$ cat src/rtl/jcsa_mpadd_ctrl.sv
// jcsa_mpadd_ctrl
//   Multi-precision add/subtract sequencer. One WORDS x 8-bit operand pair is
//   accepted on a valid/ready handshake. A single 8-bit carry-skip adder then
//   walks the operands one byte per cycle, least-significant byte first. The
//   carry is registered between bytes. The full result, carry-out and signed
//   overflow are presented on a valid/ready output handshake.
//
// Ports
//   clk        sole clock, rising edge
//   rst        synchronous active-high reset
//   in_valid   operand request valid
//   in_ready   block can accept a request (IDLE only)
//   a, b       N-bit operands, N = 8*WORDS
//   cin        carry-in for add; ignored for subtract
//   sub        0: a+b+cin, 1: a-b
//   out_valid  result valid (DONE)
//   out_ready  consumer accepts result
//   sum        N-bit result, modulo 2^N
//   cout       final carry-out (for subtract, 1 = no borrow)
//   ovf        signed two's-complement overflow
//
// jcarryskipadder
//   8-bit adder made of two 4-bit ripple blocks with a skip mux per block.

module jcarryskipadder (
  input  logic [7:0] a,
  input  logic [7:0] b,
  input  logic       carryin,
  output logic [7:0] y,
  output logic       carryout
);

  // When every bit in a 4-bit block propagates, the block's carry-out equals
  // its carry-in. The skip mux forwards that carry directly, so the long
  // path avoids the ripple chain. The result is identical either way.
  always_comb begin : add
    logic [8:0] c;
    logic [7:0] p;
    p    = a ^ b;
    c    = '0;
    c[0] = carryin;
    for (int i = 0; i < 4; i++) begin
      c[i+1] = (a[i] & b[i]) | (p[i] & c[i]);
    end
    if (&p[3:0]) begin
      c[4] = c[0];
    end
    for (int i = 4; i < 8; i++) begin
      c[i+1] = (a[i] & b[i]) | (p[i] & c[i]);
    end
    if (&p[7:4]) begin
      c[8] = c[4];
    end
    y        = p ^ c[7:0];
    carryout = c[8];
  end

endmodule

module jcsa_mpadd_ctrl #(
  parameter int WORDS = 4
) (
  input  logic               clk,
  input  logic               rst,
  input  logic               in_valid,
  output logic               in_ready,
  input  logic [8*WORDS-1:0] a,
  input  logic [8*WORDS-1:0] b,
  input  logic               cin,
  input  logic               sub,
  output logic               out_valid,
  input  logic               out_ready,
  output logic [8*WORDS-1:0] sum,
  output logic               cout,
  output logic               ovf
);

  localparam int N  = 8 * WORDS;
  localparam int IW = $clog2(WORDS);
  localparam logic [IW-1:0] LAST = IW'(WORDS - 1);

  typedef enum logic [1:0] {
    IDLE,
    RUN,
    DONE
  } state_t;

  state_t        state;
  logic [N-1:0]  areg;
  logic [N-1:0]  breg;
  logic          carry;
  logic [IW-1:0] idx;
  logic [7:0]    abyte;
  logic [7:0]    bbyte;
  logic [7:0]    addy;
  logic          addco;

  // Current byte of the latched operands feeds the shared adder.
  always_comb begin
    abyte = areg[8*idx +: 8];
    bbyte = breg[8*idx +: 8];
  end

  jcarryskipadder u_adder (
    .a        (abyte),
    .b        (bbyte),
    .carryin  (carry),
    .y        (addy),
    .carryout (addco)
  );

  // Sequencer. breg holds the effective B (~b for subtract). carry starts at
  // 1 for subtract, which completes the two's complement. Because both
  // choices are baked in at acceptance, sub needs no storage of its own.
  always_ff @(posedge clk) begin
    if (rst) begin
      state     <= IDLE;
      in_ready  <= 1'b0;
      out_valid <= 1'b0;
      areg      <= '0;
      breg      <= '0;
      carry     <= 1'b0;
      idx       <= '0;
      sum       <= '0;
      cout      <= 1'b0;
      ovf       <= 1'b0;
    end else begin
      case (state)
        IDLE: begin
          in_ready <= 1'b1;
          if (in_valid && in_ready) begin
            areg     <= a;
            breg     <= sub ? ~b : b;
            carry    <= sub ? 1'b1 : cin;
            idx      <= '0;
            in_ready <= 1'b0;
            state    <= RUN;
          end
        end
        RUN: begin
          sum[8*idx +: 8] <= addy;
          carry           <= addco;
          if (idx == LAST) begin
            cout      <= addco;
            // Overflow when both operands share a sign that the result lacks.
            ovf       <= (areg[N-1] == breg[N-1]) && (addy[7] != areg[N-1]);
            idx       <= '0;
            out_valid <= 1'b1;
            state     <= DONE;
          end else begin
            idx <= idx + 1'b1;
          end
        end
        DONE: begin
          if (out_ready) begin
            out_valid <= 1'b0;
            in_ready  <= 1'b1;
            state     <= IDLE;
          end
        end
        default: begin
          state     <= IDLE;
          in_ready  <= 1'b0;
          out_valid <= 1'b0;
        end
      endcase
    end
  end

endmodule
$ cat config.mk
export PLATFORM = sky130hd
export DESIGN_NAME = jcsa_mpadd_ctrl
export DESIGN_NICKNAME = d
export VERILOG_FILES = /design/src/rtl/jcsa_mpadd_ctrl.sv
export SDC_FILE = /design/constraint.sdc
export NUM_CORES = 1
export LEC_CHECK = 0
export BUFFER_PORTS_ARGS = -buffer_cell sky130_fd_sc_hd__buf_2
export CORE_MARGIN = 5
export CORE_UTILIZATION = 25
export DETAILED_ROUTE_END_ITERATION = 10
export GPL_TIMING_DRIVEN = 1
export PLACE_DENSITY = 0.52
export SLEW_MARGIN = 20
export SYNTH_ARGS = -nofsm -noshare
export SYNTH_HDL_FRONTEND = slang
export SYNTH_SLANG_ARGS = --single-unit
$ cat constraint.sdc
create_clock -name clk -period 5.7 [get_ports clk]
set_input_delay 0.855 -clock clk [delete_from_list [all_inputs] [get_ports clk]]
set_output_delay 0.855 -clock clk [all_outputs]
set_load 0.01 [all_outputs]
Yosys cells after proc, flatten, opt, wreduce, memory -nomap -nowiden
Cells that the tools add are included.

cells by class
  reductions and logical operators = 12
  bitwise gates (word level) = 29
  add/subtract/negate cells = 2
  shift operators = 4
  muxes and demuxes = 20
  equal/unequal tests = 8

operators by type and width
  kind                                                                      number
  32-bit by 6-bit variable part select with 8-bit output                    2
  5-bit negator with 34-bit output                                          1
  8-bit by 34-bit variable shift with 32-bit output (first input constant)  1
  8-bit by 34-bit variable part select with 32-bit output                   1
  32-bit bitwise mux                                                        1
  32-bit two-way mux                                                        1
  32-bit NOT                                                                1
  1-bit bitwise AND                                                         16
  8-bit XOR                                                                 2
  2-bit two-way mux                                                         5
  1-bit two-way mux                                                         8
  1-bit bitwise OR                                                          8
  2-bit AND reduction                                                       4
  4-bit AND reduction                                                       2
  2-bit inequality test (second input constant)                             3
  1-bit one-hot mux with 3 select lines                                     2
  2-bit one-hot mux with 3 select lines                                     1
  3-bit AND reduction                                                       2
  2-bit == test (second input constant)                                     2
  2-bit one-hot mux with 2 select lines                                     1
  2-bit by 1-bit adder with 2-bit output (second input constant)            1
  2-bit by 1-bit == test with 1-bit output (second input constant)          1
  1-bit logical AND                                                         2
  2-bit logical NOT                                                         1
  5 further kinds                                                           6

word-level totals
  input bits = 70
  output and inout bits = 36
  register bits = 105
  logic and storage cells = 85

Logic depth before layout (Yosys ltp)
  word-level depth = 21
  gate-level depth with buffers = 18
  gate-level depth less buffers = 16

By module
A second synthesis with hierarchy kept.

unflattened totals
  cell total of the unflattened synthesis = 512
  area total of the unflattened synthesis = 4,998.5 µm²

by module, submodules not included
  module           instances  cells each  seq. area each (µm²)  area an instance (µm²)
  jcsa_mpadd_ctrl  1          482         2,102.0               4,665.7
  jcarryskipadder  1          30          0.0                   332.8

Least setup slack after synthesis
OpenSTA, ideal clock, no wires.

  path kind = register to register
  start point = register idx[1]
  end point = register ovf
  stages on the path, launching flop included = 19
  slack = 0.849 ns
  data arrival time = 4.765 ns
  period minus slack after synthesis = 4.851 ns
  path through = dfxtp_1 buf_2 buf_1 mux4_2 fa_1 inv_1 fa_1 fa_1 fa_1 mux2i_1 inv_1 fa_1 fa_1 fa_1 inv_1 fa_1 nor2_1 a21oi_1 a211oi_1

on the way
  word-level cells in the longest chain between the ends = 20
  elaborated cells between the ends (all ways) = 31
  those cells by class = eq/ne (2); shift (2); mux (1); bitwise (23); reduce/logical (3)

RTL lines
  what                                                                       RTL line  text
  from (decl)                                                                92        logic [IW-1:0] idx;
  from (signal assigned)                                                     151       idx <= idx + 1'b1;
  32-bit by 6-bit variable part select with 8-bit output (on tied branches)  100, 101
  8-bit XOR                                                                  39        p = a ^ b;
  1-bit bitwise AND                                                          43        c[i+1] = (a[i] & b[i]) | (p[i] & c[i]);
  1-bit bitwise OR                                                           43
  1-bit bitwise AND                                                          43
  1-bit bitwise OR                                                           43
  1-bit bitwise AND                                                          43
  1-bit bitwise OR                                                           43
  (+4 left out)                                                              n/a
  1-bit bitwise OR                                                           49        c[i+1] = (a[i] & b[i]) | (p[i] & c[i]);
  1-bit bitwise AND                                                          49
  1-bit bitwise OR                                                           49
  1-bit bitwise AND                                                          49
  1-bit bitwise OR                                                           49
  8-bit XOR                                                                  54        y = p ^ c[7:0];
  1-bit inequality test                                                      146       ovf <= (areg[N-1] == breg[N-1]) && (addy[7] != areg[N-1]);
  1-bit logical AND                                                          146
  to (signal assigned)                                                       146
  to (decl)                                                                  75        output logic ovf

Parallel ways exist; a longest one is shown, timed or not.
A chain may end at the register's enable or synchronous reset.

Worst setup path in the final report
  start point = register idx[0]
  end point = register ovf

The elaborated chain is that of the path after synthesis.

==> flow_summary.yaml <==
yosys:
  ys.flop_type: "dfxtp_1"
  yosysSeqAreaShare_pct: 43.46
  synthCells: 512
  synth_compound_area_share_pct: 14.69
  synth_area_mm2: 0.004837
  synthAdderAreaFrac_pct: 6.932
  yosys_warnings: 0
  syn_avg_cell_area_um2: 9.448
  muxShareOfSynthArea_pct: 7.889
  async_flop_share_pct: 0
  synth-simple-area-share_pct: 15.96
  synth_top_family_by_area: "simple AND/OR/NAND/NOR gates"
  synth_xor_xnor_area_share_pct: 5.794
  yosysUniqueCellTypes: 39
  syn_nets: 604
  synth-seq-cells: 105
  synth-edff-count: 0
placement:
  place_congestion: 0.7603
  numPortBuffers: 105
  hpwlAfterDp_mm: 9.451
  dpl-instance-area_mm2: 0.005577
clocking:
  cts_setup_buffers: 0
  clk_path_buf_depth: 2
  clockRootBuffer: "clkbuf_16"
  clk_pin_slew_ps: 80
  holdBufCountCts: 0
  clock-sinks: 105
  cts_tree: "built"
  htree_levels: 3
  cts_made_buffers: 9
  cts-resized-gates: 0
  clock_latency_ps: 360
die:
  die_x_um: 149.1
  ios: 106
  rows: 50
  die_h_um: 149.1
  core_area_mm2: 0.01889
  start_util_pct: 25.60
  dieArea_mm2: 0.02223
timing:
  finalSetupTns_ps: 0
  slew_viol_final: 0
  post-route-period-util_pct: 86.03
  finalCriticalPeriod_ps: 4904
  max_freq_mhz: 203.9
  setup_viol: 0
  rsz0062_at_grt: "no"
  worstMarginPinSlew_ps: 899.5
  skew_ps: 11.98
  relSlewSlack_pct: 40.03
  finalHoldViolations: 0
setup_path:
  rr_endpoint: "ovf"
  cp_top_family: "adder cells"
  worstPathMaxFanout: 8
  crit_chain: "mux4_2, fa_1, inv_1, fa_1, fa_1, fa_1, mux2i_1, inv_1, fa_1, fa_1, fa_1, inv_1, fa_1, nor2_1, a21oi_1, a211oi_1"
  crit_start: "idx[0]"
  worstRegToRegCells: 16
  cpPeakStageDelay_ps: 610
  endpoint_kind: "flip-flop"
  required_ps: 5970
  worst-setup-path-type: "flip-flop to flip-flop"
  arrival_ps: 5170
  cp-start-kind: "flip-flop"
  critical_path_buf_inv_count: 3
  r2r-start: "idx[0]"
  setup.reg_to_reg.worst_slack_ps: 800
  cp_slowest_cell: "dfxtp_1"
  cp_common_cell: "fa_1"
routing:
  via_per_inst: 4.367
  first_pass_iters: 4
  wire_per_inst_um: 14.85
  drtIter0Drc: 144
  drc: 0
  drt-total-wl_mm: 12.82
  vias: 3769
  antenna_left: 0
run_status:
  status: "complete, no violations"
global_routing:
  grt_pass1_wl_mm: 20.20
  grt_pass1_vias: 3729
  grt_max_degree: 106
  overflow: 0
  antenna_found_initial: 0
  gr-usage-all-layers_pct: 11.58
cells_and_area:
  diodes: 0
  multiInputGateArea_mm2: 0.002486
  seqCellArea_mm2: 0.002102
  layout_commonest_cell: "dfxtp_1"
  nets: 690
  design_area_mm2: 0.005891
  drive_gt1_share_pct: 25.21
  syn_to_final_growth_pct: 21.78
  layout_common_cells: "105 x dfxtp_1, 104 x buf_2, 72 x nor2_1"
  fillers: 2053
job:
  cap_violations: 0
min_path:
  hp-start: "areg[5]"
  hold_class: "flip-flop to flip-flop"
  hold_depth: 2
  hold_path_end: "areg[5]"
pwr:
  power.density_mw_per_mm2: 275.7
  p_leak_nw: 2.266
  vdd_drop_max_v: 0.0001188
-- state kept, by name (all words and copies together), names as in the netlist --
name	flops
areg	32
sum	32
carry	1
idx	2
breg	32
state	2
out_valid	1
in_ready	1
ovf	1
cout	1
-- power breakdown --
| group | internal (mW) | total (mW) | switching, mW | leakage (nW) |
|---|---|---|---|---|
| sequential | 0.767 | 0.792 | 0.0248 | 0.854 |
| combinational | 0.0950 | 0.227 | 0.132 | 1.27 |
| clock | 0.314 | 0.606 | 0.292 | 0.140 |
| total | 1.18 | 1.62 | 0.448 | 2.27 |
-- how the worst max path moves through the flow --
stage                     endpoint  slack [ps]  depth (start not counted)
after global routing           ovf         500                         16
final                          ovf         800                         16
after detailed placement       ovf         780                         16
after floorplan                ovf         850                         18
after CTS                      ovf         760                         16
after global placement         ovf         860                         16
-- metrics by stage --
stage | cells | total power, mW | setup WS, ps | utilization (%) | hold slack [ps]
detailed placement | 846 | 1.038 | 784.0 | 29.52 | 447.2
CTS | 862 | 1.648 | 764.6 | 31.03 | 457.0
global placement | 846 | 1.038 | 855.4 | 29.52 | 446.1
floorplan | 512 | 0.9567 | 849.1 | - | 433.1
global route | 863 | 1.708 | 497.9 | 31.18 | 474.1
finish | 863 | 1.624 | 796.1 | 31.18 | 455.8
-- routing by layer --
layer	share of wire, %	GRT usage, %	vias to the layer above	wire, um
met1	45	15.30	1722	5762
met3	6.6	3.342	21	852
met5	0	0	-	0
met2	46	18.13	99	5910
met4	2.3	4.027	0	293
li1	-	-	1927	-
-- tightest hold or removal path, stage by stage (launching register included) --
cell and delay [ps]:
dfxtp_1 310, nand2_1 50, a21oi_1 50
-- cell type report --
| cell class | count | share of cell area, % |
|---|---|---|
| inverters | 26 | 1.657 |
| multi-input cells | 345 | 42.20 |
| well taps | 260 | 5.523 |
| flip-flops and latches | 105 | 35.68 |
| clock buffers | 10 | 4.057 |
| repair buffers | 111 | 10.07 |
| clock inverters | 6 | 0.8071 |
-- Yosys cell counts (2+ instances only) --
library cell / instances / area share (%)
a211oi_1: 33 / 5.1
a21oi_1: 35 / 3.6
a22oi_1: 32 / 5.0
buf_1: 2 / 0.16
buf_2: 15 / 1.6
clkbuf_1: 18 / 1.4
dfxtp_1: 105 / 43
fa_1: 8 / 3.3
ha_1: 14 / 3.6
inv_1: 26 / 2.0
mux4_2: 16 / 7.4
nand2_1: 69 / 5.4
nand2b_1: 3 / 0.39
nand3_1: 4 / 0.41
nand3b_2: 2 / 0.47
nand4_1: 2 / 0.26
nor2_1: 72 / 5.6
nor3_1: 2 / 0.21
nor3_4: 2 / 0.67
nor3b_1: 2 / 0.31
xnor2_1: 32 / 5.8
-- cell families after synthesis --
group	Yosys count
DFF	105
and+or+nand+nor	167
xor gates and xnor gates	32
buffers and inverters	62
muxes	18
AOI/OAI and AO/OA	106
adders and majority gates	22
Power figures use the tool's default switching activity.
